**src/rtl/blank_window_arbiter_if.sv**
```systemverilog
// blank_window_arbiter_if: timing coordinates, request levels and grant outputs of the blanking-window arbiter
interface blank_window_arbiter_if #(
    parameter int NUM_REQ = 4
);
    logic signed [12:0]   i_x;
    logic signed [12:0]   i_y;
    logic [NUM_REQ-1:0]   i_req;
    logic [NUM_REQ-1:0]   o_gnt;
    logic                 o_preempt;
    logic                 o_window;

    modport master (
        output i_x, i_y, i_req,
        input  o_gnt, o_preempt, o_window
    );

    modport slave (
        input  i_x, i_y, i_req,
        output o_gnt, o_preempt, o_window
    );
endinterface

```
**src/rtl/blank_window_arbiter.sv**
```systemverilog
// blank_window_arbiter: round-robin port arbiter granting only during blanking; BLANK_ARB_HBLANK_EN adds horizontal-blanking grants
module blank_window_arbiter #(
    parameter int NUM_REQ   = 4,
    parameter int MAX_BURST = 16,
    parameter int GUARD     = 4
) (
    input  logic                   i_pixel_clk,
    input  logic                   i_reset,
    blank_window_arbiter_if.slave  bus
);
    localparam int CW = $clog2(MAX_BURST + 1);
    localparam int IW = $clog2(NUM_REQ);
    localparam logic signed [12:0] NEG_GUARD = 13'(-GUARD);

    typedef enum logic [1:0] {IDLE, GRANT, HOLDOFF} state_t;

    state_t             state_q;
    logic [IW-1:0]      rr_q;
    logic [IW-1:0]      win_q;
    logic [IW-1:0]      win_d;
    logic [CW-1:0]      cnt_q;
    logic [NUM_REQ-1:0] gnt_q;
    logic               preempt_q;
    logic               window_q;
    logic               window_open;

`ifdef BLANK_ARB_HBLANK_EN
    assign window_open = bus.i_y[12] || (bus.i_x < NEG_GUARD);
`else
    logic unused_x;
    assign window_open = bus.i_y[12];
    assign unused_x = ^{bus.i_x, NEG_GUARD};
`endif

    // Winner: first asserted request at or after the rr pointer, searching upward with wrap
    always_comb begin
        win_d = rr_q;
        for (int i = NUM_REQ - 1; i >= 0; i--) begin
            int j;
            j = int'(rr_q) + i;
            if (j >= NUM_REQ) j = j - NUM_REQ;
            if (bus.i_req[j]) win_d = IW'(j);
        end
    end

    // Grant FSM: IDLE picks a winner, GRANT runs the burst, HOLDOFF forces a one-cycle gap
    always_ff @(posedge i_pixel_clk) begin
        if (i_reset) begin
            state_q   <= IDLE;
            rr_q      <= '0;
            win_q     <= '0;
            cnt_q     <= '0;
            gnt_q     <= '0;
            preempt_q <= 1'b0;
            window_q  <= 1'b0;
        end else begin
            window_q <= window_open;
            case (state_q)
                IDLE: begin
                    preempt_q <= 1'b0;
                    if (window_open && |bus.i_req) begin
                        state_q <= GRANT;
                        win_q   <= win_d;
                        gnt_q   <= NUM_REQ'(1) << win_d;
                        cnt_q   <= CW'(1);
                        rr_q    <= (win_d == IW'(NUM_REQ - 1)) ? '0 : win_d + 1'b1;
                    end
                end
                GRANT: begin
                    if (!bus.i_req[win_q] || cnt_q == CW'(MAX_BURST) || !window_open) begin
                        state_q   <= HOLDOFF;
                        gnt_q     <= '0;
                        preempt_q <= bus.i_req[win_q];
                    end else begin
                        cnt_q <= cnt_q + 1'b1;
                    end
                end
                HOLDOFF: begin
                    state_q   <= IDLE;
                    preempt_q <= 1'b0;
                end
                default: begin
                    state_q <= IDLE;
                    gnt_q   <= '0;
                end
            endcase
        end
    end

    assign bus.o_gnt     = gnt_q;
    assign bus.o_preempt = preempt_q;
    assign bus.o_window  = window_q;
endmodule

```
**src/flat_wrapper.sv**
```systemverilog
// flat-port wrapper written by rule: the top's interface ports become plain ports
module blank_window_arbiter_flat 
#(
    parameter int NUM_REQ   = 4,
    parameter int MAX_BURST = 16,
    parameter int GUARD     = 4
)
  (i_pixel_clk, i_reset, bus_i_x, bus_i_y, bus_i_req, bus_o_gnt, bus_o_preempt, bus_o_window);
  blank_window_arbiter_if #(.NUM_REQ(NUM_REQ)) bus_i ();
  input  logic i_pixel_clk;
  input  logic i_reset;
  input wire logic [$bits(bus_i.i_x)-1:0] bus_i_x;
  input wire logic [$bits(bus_i.i_y)-1:0] bus_i_y;
  input wire logic [$bits(bus_i.i_req)-1:0] bus_i_req;
  output wire logic [$bits(bus_i.o_gnt)-1:0] bus_o_gnt;
  output wire logic [$bits(bus_i.o_preempt)-1:0] bus_o_preempt;
  output wire logic [$bits(bus_i.o_window)-1:0] bus_o_window;
  assign bus_i.i_x = bus_i_x;
  assign bus_i.i_y = bus_i_y;
  assign bus_i.i_req = bus_i_req;
  assign bus_o_gnt = bus_i.o_gnt;
  assign bus_o_preempt = bus_i.o_preempt;
  assign bus_o_window = bus_i.o_window;
  blank_window_arbiter #(.NUM_REQ(NUM_REQ), .MAX_BURST(MAX_BURST), .GUARD(GUARD)) u_core (.i_pixel_clk(i_pixel_clk), .i_reset(i_reset), .bus(bus_i));
endmodule
```
**config.mk**
```make
export PLATFORM = sky130hd
export DESIGN_NAME = blank_window_arbiter_flat
export DESIGN_NICKNAME = d
export VERILOG_FILES = /design/src/rtl/blank_window_arbiter_if.sv /design/src/rtl/blank_window_arbiter.sv /design/src/flat_wrapper.sv
export SDC_FILE = /design/constraint.sdc
export NUM_CORES = 1
export LEC_CHECK = 0
export CORE_UTILIZATION = 42
export DETAILED_ROUTE_END_ITERATION = 10
export GPL_TIMING_DRIVEN = 1
export PLACE_DENSITY = 0.79
export SLEW_MARGIN = 20
export SYNTH_ARGS = -nofsm -noshare
export SYNTH_HDL_FRONTEND = slang
export SYNTH_SLANG_ARGS = --single-unit
export TNS_END_PERCENT = 100
```
**constraint.sdc**
```tcl
create_clock -name i_pixel_clk -period 2.8 [get_ports i_pixel_clk]
set_input_delay 0.84 -clock i_pixel_clk [delete_from_list [all_inputs] [get_ports i_pixel_clk]]
set_output_delay 0.84 -clock i_pixel_clk [all_outputs]
set_load 0.05 [all_outputs]
```
* Word-level counts from Yosys, hierarchy flattened *
Index checks and enable logic that the tools add are counted.
W data, S select, Z words.

word-level totals
  register bits after elaboration = 17
  latch bits = 0
  RAM bits = 0
  bits in read-only memories = 0
  input bits = 32
  output and inout bits = 6
  word-level logic and storage cells = 83
  memories kept = 0

cells by class
  add/subtract/negate cells = 9
  $mul = 0
  div/mod/pow operators = 0
  order comparisons = 9
  eq/ne operators = 7
  shift operators = 1
  muxes and demuxes = 34
  bitwise operators = 1
  reductions and logical operators = 15

operators with widths
  cell                     count
  $lt A32 B4 Y1 const B    4
  $mux W32                 4
  $ge A32 B4 Y1 const B    3
  $sub A32 B4 Y32 const B  3
  $mux W2                  7
  $pmux W4 S3              1
  $bmux W1 S2              5
  $mux W1                  10
  $mux W5                  2
  $pmux W5 S2              1
  $mux W4                  2
  $add A2 B2 Y3 const B    2
  $reduce_and A2 Y1        3
  $reduce_and A3 Y1        2
  $add A5 B1 Y5 const B    1
  $eq A5 B5 Y1 const B     1
  $eq A2 B2 Y1 const B     2
  $ne A2 B1 Y1 const B     2
  $pmux W2 S2              1
  $reduce_bool A2 Y1       2
  $reduce_or A4 Y1         1
  $shl A1 B2 Y4 const A    1
  $sub A2 B3 Y4 const B    1
  $add A2 B1 Y3 const B    1
  12 further kinds         14

* Depth between registers and ports, before layout *
  word-level depth = 13
  depth in mapped cells = 7
  mapped depth without buffers = 7

* Worst setup path before layout *
OpenSTA, ideal clock, no wires.

  path kind = input to register
  from = input port bus_i_req[2]
  to = register u_core.gnt_q[3], in the netlist u_core.bus.o_gnt[3]
  arrival = 2.151 ns
  required time = 2.726 ns
  setup slack = 0.574 ns
  stages on the path = 5
  buffers on the path = 1
  cells stage by stage = or4_4 > and3b_1 > buf_6 > or3b_1 > a31oi_1

between the ends
  word-level cells in the longest chain between the ends = 10
  elaborated cells on any way between the ends = 29
  classes of those cells = eq/ne: 2; shift: 1; mux: 20; reduce/logical: 6

RTL lines
  element                                     RTL line                    source
  start, declared                             flat_wrapper.sv:14          input wire logic [$bits(bus_i.i_req)-1:0] bus_i_req;
  $bmux W1 S2                                 blank_window_arbiter.sv:42  if (bus.i_req[j]) win_d = IW'(j);
  $mux W1 (implied by the code) (2 in a row)  blank_window_arbiter.sv:42
  $mux W2 (4 in a row)                        blank_window_arbiter.sv:42
  $shl A1 B2 Y4                               blank_window_arbiter.sv:64  gnt_q <= NUM_REQ'(1) << win_d;
  $mux W4                                     blank_window_arbiter.sv:61  if (window_open && |bus.i_req) begin
  $pmux W4 S3                                 blank_window_arbiter.sv:58  case (state_q)
  end signal, assigned                        blank_window_arbiter.sv:64
  end, declared                               blank_window_arbiter.sv:22  logic [NUM_REQ-1:0] gnt_q;

Several ways; a longest one is shown, not always the timed one. The select of a mux whose other input is x is not followed.
A chain may end at the register's enable or synchronous reset.

* Worst setup path in the final report *
Ends and elaborated chain as after synthesis.

==> impl_metrics.env <==
export IMPL_cpLargestDelayFamily="simple AND/OR/NAND/NOR gates"
export IMPL_io_pins=38
export IMPL_finalInstanceArea_sq_um=1100
export IMPL_cts_hold_buf=0
export IMPL_ctsResizeCount=0
export IMPL_num_antenna_cells=0
export IMPL_cp_arrival_ns=2.64
export IMPL_via_per_inst=5.53
export IMPL_routedWlPerCell_um=12.7
export IMPL_tightestPinTransition_ns=0.504
export IMPL_async_reset_ff_frac=0
export IMPL_row_count=16
export IMPL_fill_cells=194
export IMPL_first_pass_iters=4
export IMPL_die_w_um=48.8
export IMPL_syn_to_final_growth_pct=19.7
export IMPL_vias=818
export IMPL_route_met2_wl_um=908
export IMPL_synth_top_area_frac=0.370
export IMPL_ys_flop_type="dfxtp_1"
export IMPL_critPathKind="input pin to flop"
export IMPL_crit_required_ns=3.04
export IMPL_path_buf_inv=1
export IMPL_whs_endpoint="u_core.bus.o_gnt[3]$_SDFFE_PP0P_"
export IMPL_critPathSlowestCell="or4_4"
export IMPL_fin_skew_ns=0.00587
export IMPL_postCtsSetupBuffers=0
export IMPL_end_kind="flop"
export IMPL_seq_area_frac_synth=0.370
export IMPL_powerDensity_nw_per_um2=485
export IMPL_regToRegEndpoint="u_core.bus.o_gnt[0]$_SDFFE_PP0P_"
export IMPL_htreeDepth=1
export IMPL_cts_sinks=17
export IMPL_drcViolationCount=0
export IMPL_layout_setup_ws_ns=0.393
export IMPL_clkTransAtPathRegs_ns=0.10
export IMPL_wl_met1_um=858
export IMPL_preCtsSetupSlack_ns=0.0568
export IMPL_r2r_start="u_core.rr_q[1]$_SDFFE_PP0P_"
export IMPL_synth_top_area_cell="dfxtp_1"
export IMPL_path_cells="clkdlybuf4s50_1, or4_4, and3b_1, or3b_1, a31oi_1"
export IMPL_path_max_fanout=6
export IMPL_syn_area_per_cell_sq_um=8.68
export IMPL_rrSetupSlack_ns=1.13
export IMPL_wl_met3_um=93
export IMPL_drive_gt1_frac=0.0992
export IMPL_synthTopCellsByCount="dfxtp_1 (17), a21oi_1 (10), nand2_1 (10)"
export IMPL_outcome="complete, no violations"
export IMPL_p_leak_nw=0.398
export IMPL_rr_worst_depth=7
export IMPL_grt_pass1_wl_um=3330
export IMPL_grt_overflow=0
export IMPL_cts_root_buf="clkbuf_4"
export IMPL_grt_max_degree=14
export IMPL_min_path_cells=2
export IMPL_cpPeakStageDelay_ns=0.58
export IMPL_cp_start_kind="input pin"
export IMPL_cap_violations=0
export IMPL_rsz0062_at_grt="no"
export IMPL_clk_latency_ns=0.30
export IMPL_vdd_drop_max_uv=432
export IMPL_core_area_sq_um=2000
export IMPL_crit_path_start="bus_i_req[2]"
export IMPL_worst_hold_startpoint="u_core.bus.o_gnt[3]$_SDFFE_PP0P_"
export IMPL_synth_most_common_cell="dfxtp_1"
export IMPL_placed_area_sq_um=1070
export IMPL_place_gp_congestion=0.830
export IMPL_dp_hpwl_um=1390
export IMPL_ant_nets=0
export IMPL_fin_nets=160
export IMPL_die_h_um=48.8
export IMPL_initial_core_util=0.459
export IMPL_numCtsBuffers=3
export IMPL_die_area_sq_um=2380
export IMPL_synth_ff_latch_count=17
export IMPL_relSlewSlack=0.663
export IMPL_cts_tree="yes"
export IMPL_finalCriticalPeriod_ns=2.41
export IMPL_synth_enable_flop_cells=0
export IMPL_yosys_warnings=0
export IMPL_report_final_hold_viol_count=0
export IMPL_min_path_type="flop to flop"
export IMPL_antenna_found_initial=0
export IMPL_synth_area_sq_um=920
export IMPL_grt_usage=0.182
export IMPL_io_buffers=12
export IMPL_drv_slew=0
export IMPL_synth_nets=144
export IMPL_first_iter_violations=22
export IMPL_ys_types=34
export IMPL_drt_wl_total_um=1890
export IMPL_grt_pass1_vias=781
export IMPL_clk_path_buf_depth=2
export IMPL_setup_viol=0
export IMPL_synth_area_leaders="dfxtp_1 (37%), ha_1 (8.2%), a21oi_1 (5.4%)"
export IMPL_top_layer="met4"
export IMPL_setup_tns_ns=0
export IMPL_period_share=0.860
export IMPL_fmax_mhz=415
export IMPL_synthCells=106
worst max path at each step:
| stage | to | depth (start not counted) |
|---|---|---|
| 4_1_cts | u_core.bus.o_gnt[3]$_SDFFE_PP0P_ | 5 |
| 3_3_place_gp | u_core.bus.o_gnt[3]$_SDFFE_PP0P_ | 5 |
| 2_1_floorplan | u_core.bus.o_gnt[3]$_SDFFE_PP0P_ | 5 |
| 6_report | u_core.bus.o_gnt[3]$_SDFFE_PP0P_ | 5 |
| 3_5_place_dp | u_core.bus.o_gnt[3]$_SDFFE_PP0P_ | 5 |
| 5_1_grt | u_core.bus.o_gnt[3]$_SDFFE_PP0P_ | 5 |
power breakdown:
part / switching, W / leakage (nW) / internal [W]
registers: 0.0000139 / 0.139 / 0.000257
logic: 0.0000724 / 0.241 / 0.0000549
clock network: 0.0000828 / 0.0177 / 0.0000534
layer usage:
layer  track usage  vias to the layer above
met3        0.0561                        3
met5             0                        -
met2         0.285                       20
met4        0.0686                        0
li1              -                      412
met1         0.233                      383
stage by stage:
| stage | utilization | power (W) | hold WS [ns] | instances |
|---|---|---|---|---|
| floorplan | - | 0.000361 | 0.457 | 106 |
| global placement | 0.536 | 0.000397 | 0.473 | 144 |
| detailed placement | 0.536 | 0.000401 | 0.485 | 144 |
| CTS | 0.550 | 0.000541 | 0.498 | 148 |
| global route | 0.550 | 0.000565 | 0.522 | 148 |
| finish | 0.550 | 0.000534 | 0.494 | 148 |
worst register-to-register path, cell delays in order (launching register included):
cell     delay [ns]
dfxtp_1        0.44
nor3_1         0.08
or2_2          0.27
a21oi_1        0.22
nor2b_1        0.11
ha_1           0.19
mux2i_1        0.15
o32ai_1        0.09
cells by family (layout without fill, tap and decap cells):
| kind of cell | after synthesis | after routing | synth area share |
|---|---|---|---|
| adder cells (fa/ha/maj) | 6 | 6 | 0.0816 |
| multiplexers | 4 | 4 | 0.0571 |
| AND/OR/NAND/NOR | 39 | 39 | 0.242 |
| flip-flops | 17 | 17 | 0.370 |
| AO/OA/AOI/OAI | 27 | 27 | 0.188 |
| buffers and inverters | 13 | 28 | 0.0612 |
registers in the layout (all words and copies together) (netlist names):
register,cells
u_core.cnt_q,5
u_core.bus.o_preempt,1
u_core.win_q,2
u_core.rr_q,2
u_core.bus.o_window,1
u_core.bus.o_gnt,4
u_core.state_q,2
cell usage in the layout, fill, tap and decap left out, types with 2 or more instances in the layout:
cell,n
ha_1,6
nor3_1,2
o32ai_1,3
dfxtp_1,17
nor2b_1,6
a211oi_1,2
a21oi_1,10
or2_2,2
nand3_1,4
clkbuf_4,3
clkdlybuf4s50_1,12
o21ai_0,5
inv_1,9
or3_1,3
nor2_1,3
mux2i_1,3
nand2_1,10
buf_4,3
layout make-up:
class	count	area, sq um	area share
timing repair buffer	15	143	0.130
clock inverter	1	5.00	0.00455
multi-input combinational	76	523	0.475
clock buffer	3	22.5	0.0205
inverter	9	33.8	0.0307
sequential	17	340	0.309
tap	27	33.8	0.0307
Power figures use the tool's default switching activity.
